$ cat src/rtl/tapped_delay_line_pkg.sv
// Shared definitions for the tapped delay line: default geometry and width helpers.
// Also holds the tap clamp so the data path and the fill tracker agree on it.
package tapped_delay_line_pkg;

    localparam int unsigned DefaultSize  = 10;
    localparam int unsigned DefaultWidth = 8;

    // Smallest r with 2**r >= n.
    function automatic int unsigned clog2(input int unsigned n);
        int unsigned r;
        r = 0;
        for (int unsigned p = 1; p < n; p = p << 1) begin
            r = r + 1;
        end
        return r;
    endfunction

    // Out-of-range taps select the last stage.
    function automatic int unsigned clamp_tap(input int unsigned tap, input int unsigned size);
        return (tap >= size) ? (size - 1) : tap;
    endfunction

endpackage

$ cat src/rtl/fill_tracker.sv
// Saturating count of words written since reset, with the derived valid/full flags.
// The count lets valid reflect whether the selected stage has been reached yet.
module fill_tracker
    import tapped_delay_line_pkg::*;
#(
    parameter int unsigned size = DefaultSize
) (
    input  logic                     clk,
    input  logic                     reset,
    input  logic                     enable,
    input  logic [clog2(size)-1:0]   tap,
    output logic                     valid,
    output logic                     full
);

    localparam int unsigned FillW = clog2(size + 1);
    localparam logic [FillW-1:0] FillMax = FillW'(size);

    logic [FillW-1:0] fill_q;
    logic [FillW-1:0] fill_d;
    logic             at_max;
    int unsigned      tap_eff;

    assign at_max = (fill_q == FillMax);

    always_comb begin
        fill_d = fill_q;
        if (reset) begin
            fill_d = '0;
        end else if (enable && !at_max) begin
            fill_d = fill_q + FillW'(1);
        end
    end

    always_ff @(posedge clk) begin
        fill_q <= fill_d;
    end

    always_comb begin
        tap_eff = clamp_tap(32'(tap), size);
        valid   = 32'(fill_q) > tap_eff;
        full    = at_max;
    end

endmodule

$ cat src/rtl/tapped_delay_line.sv
// Shift register of `size` stages with a combinationally selected output tap.
// Shifts only on enabled edges; a synchronous reset clears data and fill state.
module tapped_delay_line
    import tapped_delay_line_pkg::*;
#(
    parameter int unsigned size  = DefaultSize,
    parameter int unsigned width = DefaultWidth
) (
    input  logic                     clk,
    input  logic                     reset,
    input  logic [width-1:0]         in,
    input  logic                     enable,
    input  logic [clog2(size)-1:0]   tap,
    output logic [width-1:0]         out,
    output logic                     valid,
    output logic                     full
);

    localparam int unsigned TapW = clog2(size);

    logic [size-1:0][width-1:0] stages;
    logic [TapW-1:0]            tap_eff;

    for (genvar i = 0; i < size; i++) begin : g_stage
        logic [width-1:0] stage_q;
        logic [width-1:0] stage_d;
        logic [width-1:0] stage_src;

        if (i == 0) begin : g_head
            assign stage_src = in;
        end else begin : g_body
            assign stage_src = stages[i-1];
        end

        always_comb begin
            stage_d = stage_q;
            if (reset) begin
                stage_d = '0;
            end else if (enable) begin
                stage_d = stage_src;
            end
        end

        always_ff @(posedge clk) begin
            stage_q <= stage_d;
        end

        assign stages[i] = stage_q;
    end

    always_comb begin
        tap_eff = TapW'(clamp_tap(32'(tap), size));
        out     = stages[tap_eff];
    end

    fill_tracker #(
        .size (size)
    ) u_fill_tracker (
        .clk    (clk),
        .reset  (reset),
        .enable (enable),
        .tap    (tap),
        .valid  (valid),
        .full   (full)
    );

endmodule
$ cat config.mk
export PLATFORM = sky130hd
export DESIGN_NAME = tapped_delay_line
export DESIGN_NICKNAME = d
export VERILOG_FILES = /design/src/rtl/tapped_delay_line_pkg.sv /design/src/rtl/fill_tracker.sv /design/src/rtl/tapped_delay_line.sv
export SDC_FILE = /design/constraint.sdc
export NUM_CORES = 1
export LEC_CHECK = 0
export ABC_AREA = 1
export BUFFER_PORTS_ARGS = -buffer_cell sky130_fd_sc_hd__buf_4
export CAP_MARGIN = 10
export CORE_MARGIN = 2
export CORE_UTILIZATION = 51
export CTS_BUF_LIST = sky130_fd_sc_hd__clkbuf_4
export CTS_CLUSTER_DIAMETER = 50
export DETAILED_ROUTE_END_ITERATION = 6
export HOLD_SLACK_MARGIN = 0.1
export PLACE_DENSITY = 0.66
export SYNTH_ARGS = -nofsm -noshare
export SYNTH_HDL_FRONTEND = slang
export SYNTH_SLANG_ARGS = --single-unit
$ cat constraint.sdc
create_clock -name clk -period 1.52 [get_ports clk]
set_input_delay 0.228 -clock clk [delete_from_list [all_inputs] [get_ports clk]]
set_output_delay 0.228 -clock clk [all_outputs]
set_load 0.02 [all_outputs]
# Word-level counts from Yosys, hierarchy flattened

Cells that the tools add are included.

Flip-flop bits (word level): 84
Input bits: 15
Output and inout port bits: 10
Logic and storage cells: 21

$add $sub $neg: 1
$lt $le $gt $ge: 3
Equal/unequal tests: 1
Mux-type cells: 3
Reduce and logical (&&, ||, !) cells: 2

Operators with widths:

| operator                                                    | number |
|---|---|
| binary-select mux 8 bit (select 4 bit)                      | 1 |
| > comparator 4 x 32 -> 1 bit                                | 1 |
| two-way mux 8 bit                                           | 1 |
| less-than comparator 4 x 5 -> 1 bit (second input constant) | 1 |
| adder 4 x 1 -> 4 bit (second input constant)                | 1 |
| == test 4 bit (second input constant)                       | 1 |
| greater-or-equal comparator 4 bit (second input constant)   | 1 |
| two-way mux 4 bit                                           | 1 |
| logical AND 1 bit                                           | 1 |
| zero test 1 bit                                             | 1 |

# Logic depth before layout (Yosys ltp)

Depth in word-level cells: 4
Gate-level depth with buffers: 10
Mapped depth without buffers: 10

# Modules after synthesis

From an unflattened synthesis, not the netlist that was laid out.

Cells, all modules: 573
Area total of the unflattened synthesis: 3938.8 um^2

By module, submodules not included:

| module            | times used | cells each | area each (um^2) | sequential area each (um^2) |
|---|---|---|---|---|
| tapped_delay_line | 1          | 522        | 3608.5           | 1601.5 |
| fill_tracker      | 1          | 51         | 330.3            | 80.1 |

# Least setup slack after synthesis

Ideal clock, no wire load.

Kind: input-to-output
From: input tap[0]
To: output valid
Arrival: 1.389 ns
Required time: 1.292 ns
Slack: -0.097 ns
Cell stages on the path: 8
Buffers on the path: 2
Cells stage by stage: buf_2 > inv_1 > nand2_1 > buf_4 > ha_1 > nor2_1 > o21ai_0 > a32oi_1

Cells in the longest elaborated chain, start to end: 3

RTL lines:

| element                           | line                        | source |
|---|---|---|
| from (decl)                       | tapped_delay_line.sv:13     | `input logic [clog2(size)-1:0] tap,` |
| greater-or-equal comparator 4 bit | tapped_delay_line_pkg.sv:20 | `return (tap >= size) ? (size - 1) : tap;` |
| two-way mux 4 bit (*)             | tapped_delay_line_pkg.sv:20 |  |
| > comparator 4 x 32 -> 1 bit (*)  | fill_tracker.sv:41          | `valid = 32'(fill_q) > tap_eff;` |
| to (decl)                         | tapped_delay_line.sv:15     | `output logic valid,` |

Every way passes the cells marked *; elsewhere a longest branch is shown, timed or not.

# Final worst setup path

From: register u_fill_tracker.fill_q[2]
To: output valid

Cells in the longest elaborated chain, start to end: 1

RTL lines:

| element                      | line               | source |
|---|---|---|
| from (decl)                  | fill_tracker.sv:19 | `logic [FillW-1:0] fill_q;` |
| from (signal assigned)       | fill_tracker.sv:36 | `fill_q <= fill_d;` |
| > comparator 4 x 32 -> 1 bit | fill_tracker.sv:41 |  |

No other way between the ends.

==> metrics.md <==
| Metric | Value |
|---|---|
| Portion of total power attributed to the clock network | `30.8%` |
| Beginning of the worst register-to-register path | `u_fill_tracker.fill_q[1]$_SDFFE_PP0P_` |
| Buffer type at the clock tree root | `sky130_fd_sc_hd__clkbuf_4` |
| Largest incremental delay on the critical path | `around 0.35 ns` |
| Layout overhead on the synthesized area | `26.7%` |
| Worst Skew | `slightly above 0.006 ns` |
| Height of the chip | `91.1 um` |
| EDFF count, synth | `0` |
| Highest fanout seen on the critical path | `2` |
| Number of max-cap violations | `0` |
| Cell-internal power | `0.00344 W` |
| Count of endpoints failing hold in the final timing report | `0` |
| Worst slew margin relative to its limit | `79.8%` |
| Largest net degree at the start of global routing | `84` |
| Clock Latency Late Sink | `0.45 ns` |
| Syn Inst Count | `571` |
| Sum of negative setup slack | `-1.42 ns` |
| Static power due to leakage | `2.20 nW` |
| Number of diodes | `0` |
| Maximum achievable frequency | `approximately 0.55 GHz` |
| Total global routing overflow | `0` |
| Most common cell after layout, fill and taps aside | `sky130_fd_sc_hd__nor2_1` |
| Vias in the first global route | `3546` |
| Starting density of the core | `53.0%` |
| Violated checks | `negative setup slack` |
| First-pass GRT wire length | `16800 um` |
| Ordered cell list for the critical path | `ha_1 > nand2_2 > inv_2 > a32oi_2 > buf_4` |
| Final cell count without fillers | `732` |
| Floorplan core area | `7290 um^2` |
| Maximum level of the CTS H-tree | `3` |
| Leading cell types in the layout, fill and taps excluded | `sky130_fd_sc_hd__nor2_1 (129), sky130_fd_sc_hd__o21ai_0 (86), sky130_fd_sc_hd__nand2_1 (80)` |
| Data arrival time of the critical path | `between 1.5 and 2 ns` |
| Final worst path period share | `120%` |
| Area of the mapped netlist | `about 3900 um^2` |
| Post-synthesis average cell area | `about 6.8 um^2` |
| Layout cells sized above 1 | `28.0%` |
| Port buffer count | `24` |
| Dominant delay contributor by cell family on the critical path | `flip-flops` |
| Number of warnings reported in the yosys synthesis log | `0` |
| Final estimated routing congestion in global placement | `between 0.7 and 0.8` |
| Unrepaired setup endpoints after global routing | `yes` |
| Transition time at the pin with the least slew margin | `0.303 ns` |
| Proportion of synthesized flip-flops having asynchronous set or reset | `0%` |
| Mean routed wirelength per cell | `between 10 and 15 um` |
| Sequential fraction of the synthesis area | `43.5%` |
| Data required time at the worst endpoint | `1.29 ns` |
| VDD IR max | `a little over 0.0006 V` |
| Floorplan die width | `91.1 um` |
| Post-Place Cells | `687` |
| Total number of vias | `3816` |
| Overall global routing resource usage | `24.4%` |
| Status | `finished with violations` |
| Routed vias/inst | `5.21` |
| Nature of the critical path startpoint | `flip-flop` |
| Start point of the worst hold path | `enable` |
| Final wirelength | `9760 um` |
| Synth Register Bits | `84` |
| Class of the most critical setup path | `reg -> out` |
| Crit path buffers/inverters | `2` |
| Number of endpoints failing setup at the final stage | `10` |
| Slowest cell on the critical path | `sky130_fd_sc_hd__dfxtp_2` |
| Share of the core filled with cells in the final layout | `67.2%` |
| Remaining antenna violation count after routing | `0` |
| Area of the multi-input gates | `1980 um^2` |
| Clk buf depth | `2` |
| Net switching power | `0.00138 W` |
| Area enclosed by the die boundary | `8290 um^2` |
| Count of nets after finishing | `649` |
| Worst min-delay path class | `in -> reg` |
| Half-perimeter wire length after placement | `6030 um` |
| Fill cells | `687` |
| Fraction of power consumed by combinational cells | `18.8%` |
| PD cells | `just under 1000 nW/um^2` |
| Kind of end point of the critical path | `output pin` |
| Clock sink count | `84` |
| Worst-path clk slew | `0.13 ns` |
| First drt pass iteration count | `4` |
| Slew Viols, Final | `0` |
| Initial drt markers | `between 200 and 250` |
| Leading register cell type out of synthesis | `sky130_fd_sc_hd__dfxtp_1` |
| Least setup slack across all paths after layout | `-0.301 ns` |
| DRC violation count after routing | `0` |
| Initial antenna violation count | `0` |
| Number of top-level design ports | `25` |
| Fraction of power consumed by sequential logic | `50.5%` |
| Sequential cell area in the final layout | `1730 um^2` |
| Minimum clock period after layout | `1.82 ns` |
| Total CTS buffers | `9` |
| Clock tree from TritonCTS | `yes` |
| Critical Path Start | `u_fill_tracker.fill_q[2]$_SDFFE_PP0P_` |
| Number of standard-cell rows in the floorplan | `31` |
| Setup slack after placement | `-0.127 ns` |
| Number of unique standard cell types used by synthesis | `27` |
| Number of nets produced by synthesis | `592` |
| Net switching fraction of the power | `28.6%` |
repair_timing:
action / CTS / global route
hold buffers: 9 / 0
gates resized for setup: 65 / 31
hold endpoints to repair: 9 / 0
buffers inserted: 15 / 5
pin swaps: 21 / 25
setup endpoints to repair: 10 / 11
path summary, 6_finish.rpt:
path / endpoint / slack (ns) / depth (start not counted)
hold reg to reg: g_stage[9].stage_q[2]$_SDFFE_PP0P_ / 0.47 / 2
setup / recovery: valid / -0.30 / 5
hold / removal: g_stage[6].stage_q[7]$_SDFFE_PP0P_ / 0.12 / 2
setup reg to reg: u_fill_tracker.fill_q[2]$_SDFFE_PP0P_ / 0.13 / 10
per-layer routing:
layer	global-route usage (%)	vias to the layer above	part of all wire [%]
li1	-	1949	-
met1	31.7	1778	45
met2	41.9	78	49
met3	4.56	11	4.1
met4	6.19	0	1.0
met5	0	-	0
sequential cells by signal, summed over array words and instances, names as in the netlist:
name	cells
u_fill_tracker.fill_q	4
g_stage.stage_q	80
per-stage QoR:
stage               hold WS (ns)  power, W  cell area [um^2]
finish                     0.121   0.00482              4900
global route               0.128   0.00508              4900
CTS                        0.119   0.00480              4790
detailed placement         0.420   0.00323              4280
global placement           0.406   0.00321              4280
floorplan                  0.300   0.00296              3870
kinds of logic (layout without fill, tap and decap cells):
| family | Yosys count | count (layout) | share of synthesized area (%) |
|---|---|---|---|
| flops | 84 | 84 | 43.5 |
| xor+xnor | 1 | 1 | 0.227 |
| compound gates | 141 | 141 | 18.4 |
| simple gates | 262 | 262 | 27.2 |
| fa+ha+maj | 6 | 6 | 1.94 |
| buf+inv | 77 | 139 | 8.71 |
final cells by class:
class | count | area share (%)
Sequential cell | 84 | 35.3
Clock inverter | 6 | 1.79
Multi-Input combinational cell | 410 | 40.5
Clock buffer | 10 | 1.53
Timing Repair Buffer | 84 | 15.3
Inverter | 39 | 3.01
Tap cell | 99 | 2.53
power by group through the flow:
stage	clock network (W)	logic, W	registers (W)
after floorplan	0	0.000508	0.00245
after global placement	0	0.000744	0.00247
after detailed placement	0	0.000759	0.00247
after CTS	0.00151	0.000867	0.00243
after global routing	0.00161	0.00101	0.00245
final	0.00148	0.000904	0.00243
synth_stat cells, types with 2 or more instances:
master                     number  share of area [%]
sky130_fd_sc_hd__nor2_1       139                 13
sky130_fd_sc_hd__o21ai_0       94                 12
sky130_fd_sc_hd__nand2_1       87                8.4
sky130_fd_sc_hd__dfxtp_1       84                 43
sky130_fd_sc_hd__a21oi_1       42                5.4
sky130_fd_sc_hd__inv_1         36                3.5
sky130_fd_sc_hd__nand3_1       25                3.2
sky130_fd_sc_hd__clkbuf_1      19                1.8
sky130_fd_sc_hd__buf_2         11                1.4
sky130_fd_sc_hd__ha_1           6                1.9
sky130_fd_sc_hd__or2_2          5               0.81
sky130_fd_sc_hd__o21ai_1        3               0.39
sky130_fd_sc_hd__buf_1          2               0.19
sky130_fd_sc_hd__buf_4          2               0.39
sky130_fd_sc_hd__buf_6          2               0.58
sky130_fd_sc_hd__inv_2          2               0.19
sky130_fd_sc_hd__nor2_2         2               0.32
(Power assumes the default switching activity.)
